<file path="src/rtl/robo_pkg.sv">
// Shared encodings for the robot-vacuum motion controller.
// States, directions, battery codes and the invalid-code test.
package robo_pkg;

  typedef enum logic [2:0] {
    ST_OFF   = 3'd0,
    ST_IDLE  = 3'd1,
    ST_MOVE  = 3'd2,
    ST_LOW   = 3'd3,
    ST_FAULT = 3'd4
  } state_t;

  localparam logic [1:0] DIR_F = 2'b00;
  localparam logic [1:0] DIR_A = 2'b01;
  localparam logic [1:0] DIR_E = 2'b10;
  localparam logic [1:0] DIR_D = 2'b11;

  localparam logic [2:0] BAT_HIGH = 3'b111;
  localparam logic [2:0] BAT_MID  = 3'b011;
  localparam logic [2:0] BAT_LOW  = 3'b001;

  // code is {alto, medio, baixo}
  function automatic logic bat_invalid(input logic [2:0] c);
    return !c[0] | (c[2] & !c[1]);
  endfunction

endpackage

</file>
<file path="src/rtl/robo_debounce.sv">
// 2-FF synchronizer plus stability-counter debouncer.
// Output follows the synced input after DEB_CYC stable cycles.
module robo_debounce #(
  parameter int DEB_CYC = 4
) (
  input  logic clk,
  input  logic rst,
  input  logic din,
  output logic dout
);

  localparam int CW = $clog2(DEB_CYC + 1);

  logic          r_s1;
  logic          r_s2;
  logic          r_deb;
  logic [CW-1:0] r_cnt;

  always_ff @(posedge clk) begin
    if (rst) begin
      r_s1  <= 1'b0;
      r_s2  <= 1'b0;
      r_deb <= 1'b0;
      r_cnt <= '0;
    end else begin
      r_s1 <= din;
      r_s2 <= r_s1;
      if (r_s2 == r_deb) begin
        r_cnt <= '0;
      end else if (r_cnt == CW'(DEB_CYC - 1)) begin
        r_deb <= r_s2;
        r_cnt <= '0;
      end else begin
        r_cnt <= r_cnt + 1'b1;
      end
    end
  end

  assign dout = r_deb;

endmodule

</file>
<file path="src/rtl/robo_motion_ctrl.sv">
// Motion sequencer: input conditioning, battery fault filter,
// direction arbitration and the OFF/IDLE/MOVE/LOW/FAULT FSM.
module robo_motion_ctrl
  import robo_pkg::*;
#(
  parameter int DEB_CYC      = 4,
  parameter int MIN_MOVE_CYC = 8,
  parameter int ERR_FILT_CYC = 3
) (
  input  logic       clk,
  input  logic       rst,
  input  logic       ld,
  input  logic       f,
  input  logic       a,
  input  logic       e,
  input  logic       d,
  input  logic       alto,
  input  logic       medio,
  input  logic       baixo,
  output logic       move,
  output logic [1:0] dir,
  output logic [2:0] state,
  output logic       fault,
  output logic       low_batt,
  output logic       rgb_ok
);

  localparam int MC = $clog2(MIN_MOVE_CYC + 1);
  localparam int EC = $clog2(ERR_FILT_CYC + 1);

  logic w_ld, w_f, w_a, w_e, w_d;

  robo_debounce #(.DEB_CYC(DEB_CYC)) u_ld (
    .clk(clk), .rst(rst), .din(ld), .dout(w_ld));
  robo_debounce #(.DEB_CYC(DEB_CYC)) u_f (
    .clk(clk), .rst(rst), .din(f), .dout(w_f));
  robo_debounce #(.DEB_CYC(DEB_CYC)) u_a (
    .clk(clk), .rst(rst), .din(a), .dout(w_a));
  robo_debounce #(.DEB_CYC(DEB_CYC)) u_e (
    .clk(clk), .rst(rst), .din(e), .dout(w_e));
  robo_debounce #(.DEB_CYC(DEB_CYC)) u_d (
    .clk(clk), .rst(rst), .din(d), .dout(w_d));

  logic [2:0]    r_bat1, r_bat2;
  logic [EC-1:0] r_err_cnt, r_ok_cnt;
  logic          r_fault_c;
  logic          w_inv, w_low;

  assign w_inv = bat_invalid(r_bat2);
  assign w_low = (r_bat2 == BAT_LOW);

  always_ff @(posedge clk) begin
    if (rst) begin
      r_bat1    <= '0;
      r_bat2    <= '0;
      r_err_cnt <= '0;
      r_ok_cnt  <= '0;
      r_fault_c <= 1'b0;
    end else begin
      r_bat1 <= {alto, medio, baixo};
      r_bat2 <= r_bat1;
      if (w_inv) begin
        r_ok_cnt <= '0;
        if (r_err_cnt != EC'(ERR_FILT_CYC))
          r_err_cnt <= r_err_cnt + 1'b1;
        if (r_err_cnt >= EC'(ERR_FILT_CYC - 1))
          r_fault_c <= 1'b1;
      end else begin
        r_err_cnt <= '0;
        if (r_ok_cnt != EC'(ERR_FILT_CYC))
          r_ok_cnt <= r_ok_cnt + 1'b1;
        if (r_ok_cnt >= EC'(ERR_FILT_CYC - 1))
          r_fault_c <= 1'b0;
      end
    end
  end

  // conflicting pairs cancel; remaining one-hot gives F > A > E > D
  logic       w_cf, w_ca, w_ce, w_cd;
  logic       w_cmd_v;
  logic [1:0] w_cmd;

  assign w_cf = w_f & !w_a;
  assign w_ca = w_a & !w_f;
  assign w_ce = w_e & !w_d & !(w_cf | w_ca);
  assign w_cd = w_d & !w_e & !(w_cf | w_ca);

  always_comb begin
    w_cmd_v = 1'b1;
    w_cmd   = DIR_F;
    unique case (1'b1)
      w_cf:    w_cmd = DIR_F;
      w_ca:    w_cmd = DIR_A;
      w_ce:    w_cmd = DIR_E;
      w_cd:    w_cmd = DIR_D;
      default: w_cmd_v = 1'b0;
    endcase
  end

  state_t        r_state, w_nxt;
  logic [1:0]    r_dir, w_nxt_dir;
  logic [MC-1:0] r_move_cnt, w_nxt_cnt;
  logic          r_move, r_fault, r_low_batt, r_rgb_ok;

  always_comb begin
    w_nxt     = r_state;
    w_nxt_dir = r_dir;
    w_nxt_cnt = r_move_cnt;
    if (!w_ld) begin
      w_nxt = ST_OFF;
    end else begin
      unique case (r_state)
        ST_OFF: begin
          if (r_fault_c)  w_nxt = ST_FAULT;
          else if (w_low) w_nxt = ST_LOW;
          else            w_nxt = ST_IDLE;
        end
        ST_IDLE: begin
          if (r_fault_c)  w_nxt = ST_FAULT;
          else if (w_low) w_nxt = ST_LOW;
          else if (w_cmd_v) begin
            w_nxt     = ST_MOVE;
            w_nxt_dir = w_cmd;
            w_nxt_cnt = '0;
          end
        end
        ST_MOVE: begin
          if (r_fault_c) begin
            w_nxt = ST_FAULT;
          end else if (r_move_cnt < MC'(MIN_MOVE_CYC - 1)) begin
            w_nxt_cnt = r_move_cnt + 1'b1;
          end else if (w_low) begin
            w_nxt = ST_LOW;
          end else if (w_cmd_v && w_cmd != r_dir) begin
            w_nxt_dir = w_cmd;
            w_nxt_cnt = '0;
          end else if (!w_cmd_v) begin
            w_nxt = ST_IDLE;
          end
        end
        ST_LOW: begin
          if (r_fault_c)            w_nxt = ST_FAULT;
          else if (!w_low && !w_inv) w_nxt = ST_IDLE;
        end
        ST_FAULT: begin
          if (!r_fault_c) w_nxt = ST_IDLE;
        end
        default: w_nxt = ST_OFF;
      endcase
    end
  end

  // outputs decode the next state so they change with it
  always_ff @(posedge clk) begin
    if (rst) begin
      r_state    <= ST_OFF;
      r_dir      <= DIR_F;
      r_move_cnt <= '0;
      r_move     <= 1'b0;
      r_fault    <= 1'b0;
      r_low_batt <= 1'b0;
      r_rgb_ok   <= 1'b0;
    end else begin
      r_state    <= w_nxt;
      r_dir      <= w_nxt_dir;
      r_move_cnt <= w_nxt_cnt;
      r_move     <= (w_nxt == ST_MOVE);
      r_fault    <= (w_nxt == ST_FAULT);
      r_low_batt <= w_low && (w_nxt != ST_OFF);
      r_rgb_ok   <= (w_nxt == ST_IDLE) || (w_nxt == ST_MOVE)
                 || (w_nxt == ST_LOW);
    end
  end

  assign move     = r_move;
  assign dir      = r_dir;
  assign state    = r_state;
  assign fault    = r_fault;
  assign low_batt = r_low_batt;
  assign rgb_ok   = r_rgb_ok;

endmodule
</file>
<file path="config.mk">
export PLATFORM = sky130hd
export DESIGN_NAME = robo_motion_ctrl
export DESIGN_NICKNAME = d
export VERILOG_FILES = /design/src/rtl/robo_pkg.sv /design/src/rtl/robo_debounce.sv /design/src/rtl/robo_motion_ctrl.sv
export SDC_FILE = /design/constraint.sdc
export NUM_CORES = 1
export LEC_CHECK = 0
export CAP_MARGIN = 20
export CORE_ASPECT_RATIO = 1.5
export CORE_MARGIN = 2
export CORE_UTILIZATION = 61
export CTS_BUF_LIST = sky130_fd_sc_hd__clkbuf_4
export CTS_CLUSTER_DIAMETER = 100
export CTS_CLUSTER_SIZE = 40
export DETAILED_ROUTE_END_ITERATION = 10
export PLACE_DENSITY = 0.84
export REMOVE_ABC_BUFFERS = 1
export SKIP_CTS_REPAIR_TIMING = 1
export SLEW_MARGIN = 20
export SYNTH_ARGS = -nofsm -noshare
export SYNTH_HDL_FRONTEND = slang
export SYNTH_HIERARCHICAL = 1
export SYNTH_SLANG_ARGS = --single-unit
</file>
<file path="constraint.sdc">
create_clock -name clk -period 3.6 [get_ports clk]
set_input_delay 0.72 -clock clk [delete_from_list [all_inputs] [get_ports clk]]
set_output_delay 0.72 -clock clk [all_outputs]
set_load 0.02 [all_outputs]
</file>
==> run summary <==
Cell family with most CP delay = buffers and inverters
Final Hold Viols = 0
CTS root buf = clkbuf_4
Worst Path Max Fanout = 6
Clock skew = 0.0105 ns
Clk buf depth = 2
Nets = 260
Main combinational cell family by area after synthesis = simple AND/OR/NAND/NOR gates
Highest-delay cell along the critical path = clkdlybuf4s50_1
Worst slew pin tran = 0.847 ns
Syn avg cell area = 10.5 um^2
Worst EP arrival = 1.53 ns
Largest net degree at the start of global routing = 48
GPL Wtd Cong = 0.780
Critical Path Max Stage Delay = 0.66 ns
Final Setup Violations = 0
Global-route met1 utilization = 20.4%
Hold path startpoint = u_d/r_cnt[0]
Vias in the first global route = 1469
Initial antenna violation count = 0
Post-Synth XOR/XNOR Area = 3.91%
Post-DR wirelength/cell = 12.1 um
Initial Util = 64.0%
GRT Total Usage = 19.1%
IO buf count = 18
Cells after Synth = 210
Post-route setup TNS = 0 ns
Die ar. = 4120 um^2
Vias per cell = 5.60
Via Count = 1552
Critical path buffer and inverter count = 1
IO Pins = 19
Fin cells = 277
FF+latch area = 1080 um^2
Clk sinks = 54
Hold Crit Class = flip-flop to flip-flop
Met3 Track Usage GR = 4.62%
DRC = 0
YS warnings = 6
GRT met2 Usage = 33.9%
Synth Area in Compound Gates = 9.81%
Leak = 0.000973 uW
GR peak layer = met2
1st-pass router iterations = 4
Die Span Y = 77.7 um
Status = complete, no violations
Row count = 26
Final Cycle Share = 62.4%
Post-Synth Adder-Cell Area = 9.08%
Core ar. = 3450 um^2
Clock buffer count from CTS = 5
Max_cap viols = 0
CTS tree = built
Setup crit start = state[2]
GRT overflow = 0
Antenna Nets Post-Route = 0
Clock latency on the worst-skew pair = 0.37 ns
Iter 0 DRT Violations = 32
Worst reg2reg path startpoint = u_f/dout
Area of the multi-input gates = 1070 um^2
CTS H-Tree Depth = 2
Dpl ws = 1.45 ns
Post-Route WL = 3.34 mm
Power Total = 1060 uW
Cell area after synthesis = 2210 um^2
Final core occ = 73.4%
Ant diodes = 0
Crit path time final = 2.25 ns
Die Wd = 53.1 um
Simple-Gate Fraction of Synth Area = 22.5%
Clock Pin Slew Worst Setup and Hold Paths = 0.14 ns
Slew Limit Fails = 0
Cell breakdown of the critical path = clkdlybuf4s50_1
DP HPWL = 2.41 mm
WS Path Type = flip-flop to output port
Final setup margin = 1.35 ns
Mux share of post-synthesis cell area = 3.18%
FF+latch count, synth = 54
Post-synthesis sequential area ratio = 49.0%
RSZ-0062 raised after global routing = false
Cell Pwr Density = 420 nW/um^2
CP startpoint kind = flip-flop
Global-route wire length before repair = 5.89 mm
Yosys cell types = 38
Crit. End Element = output port
FMAX = 0.445 GHz
Data required, critical path = 2.88 ns
DP Cell Count = 269
Area grow syn2layout = 14.7%
Worst vdd ir = 398 uV
Worst rel slew slack = 43.5%
Share of layout cells above drive strength 1 = 7.66%
Layout fillers = 261
==> worst paths after layout <==
path	end	slack, ns	cells past startpoint
max	state[2]	1.35	1
min	u_d/r_cnt[0]	0.44	1
max reg2reg	dir[1]	1.37	7
min reg2reg	u_d/r_cnt[0]	0.44	1
==> final cells by class <==
cell class	instances	share of cell area (%)
Multi-Input combinational cell	141	42.2
Inverter	14	2.08
Clock buffer	5	1.48
Tap cell	42	2.08
Clock inverter	3	2.52
Sequential cell	54	42.7
Timing Repair Buffer	18	6.92
==> per-layer routing <==
metal	wire length, um	vias to the layer above
met4	53	0
met5	0	-
li1	-	798
met1	1460	725
met2	1730	25
met3	103	4
==> kinds of logic (layout without fill, tap and decap cells) <==
kind of cell	count (synthesis)	in the layout
muxes	7	7
AOI/OAI and AO/OA	32	32
adders and majority gates	16	16
DFF	54	54
buffers and inverters	15	40
xor gates and xnor gates	9	9
and+or+nand+nor	77	77
==> registers in the layout, summed over array words and instances (netlist names), 2 cells and up <==
signal / count
state: 3
u_ld/r_cnt: 3
r_bat2: 3
r_move_cnt: 4
r_err_cnt: 2
u_e/r_cnt: 3
u_d/r_cnt: 3
u_f/r_cnt: 3
dir: 2
r_bat1: 3
r_ok_cnt: 2
u_a/r_cnt: 3
==> metrics by stage <==
step | cell area (um^2) | hold WS [ns]
final | 2530 | 0.436
after detailed placement | 2430 | 0.423
after global routing | 2530 | 0.464
after global placement | 2430 | 0.415
after floorplan | 2200 | 0.404
after CTS | 2530 | 0.442
==> cell usage in the layout, fill, tap and decap left out, types with 2 or more instances in the layout <==
| cell | count |
|---|---|
| a211oi_1 | 2 |
| nand3_1 | 2 |
| dfxtp_1 | 54 |
| nor2b_1 | 16 |
| nand2_1 | 6 |
| mux2i_1 | 7 |
| clkbuf_4 | 5 |
| nor2_1 | 13 |
| o21ai_1 | 3 |
| bufinv_16 | 2 |
| a21oi_1 | 8 |
| and2_1 | 2 |
| clkdlybuf4s50_1 | 17 |
| ha_1 | 16 |
| o21ai_0 | 9 |
| and3_1 | 3 |
| nor3b_1 | 4 |
| nor4b_2 | 5 |
| xnor2_1 | 6 |
| nor3_1 | 5 |
| nor4_1 | 13 |
| xor2_1 | 2 |
| or3_1 | 2 |
| inv_1 | 14 |
| o211a_1 | 2 |
==> synthesized netlist by cell type <==
master     number  area, um^2
nor2_1         13        48.8
a22o_1          1        8.76
nor4bb_1        1        10.0
nor2b_1        16         100
xor2_2          1        16.3
o21bai_1        1        7.51
a2111oi_2       1        15.0
nor3_1          5        25.0
nand3_1         2        10.0
dfxtp_1        54        1080
o211a_1         2        20.0
a211oi_1        2        15.0
and2_1          2        12.5
nand2_1         6        22.5
a211oi_2        1        12.5
a2111o_1        1        11.3
nor4_1         13        81.3
a21oi_1         8        40.0
nand4_1         1        6.26
o21ai_0         9        45.0
or3_1           2        12.5
o21a_1          1        7.51
and3_1          3        18.8
nor4b_2         5        75.1
mux2i_1         7        70.1
xor2_1          2        17.5
o21ai_2         1        8.76
inv_1          14        52.6
o21ai_1         3        15.0
nor3b_1         4        30.0
nor3b_4         1        18.8
a221o_1         1        10.0
clkbuf_1        1        3.75
or3b_1          1        8.76
xnor2_1         6        52.6
nand2b_1        1        6.26
nor4b_1         1        8.76
ha_1           16         200
==> power breakdown <==
group,leakage [uW],total [uW],internal [uW],switching [uW]
logic,0.000481,47.8,24.2,23.6
clock network,0.0000528,392,214,178
registers,0.000440,623,614,9.24
total,0.000973,1060,852,211
Note: power is estimated with default switching activity, not from simulation.
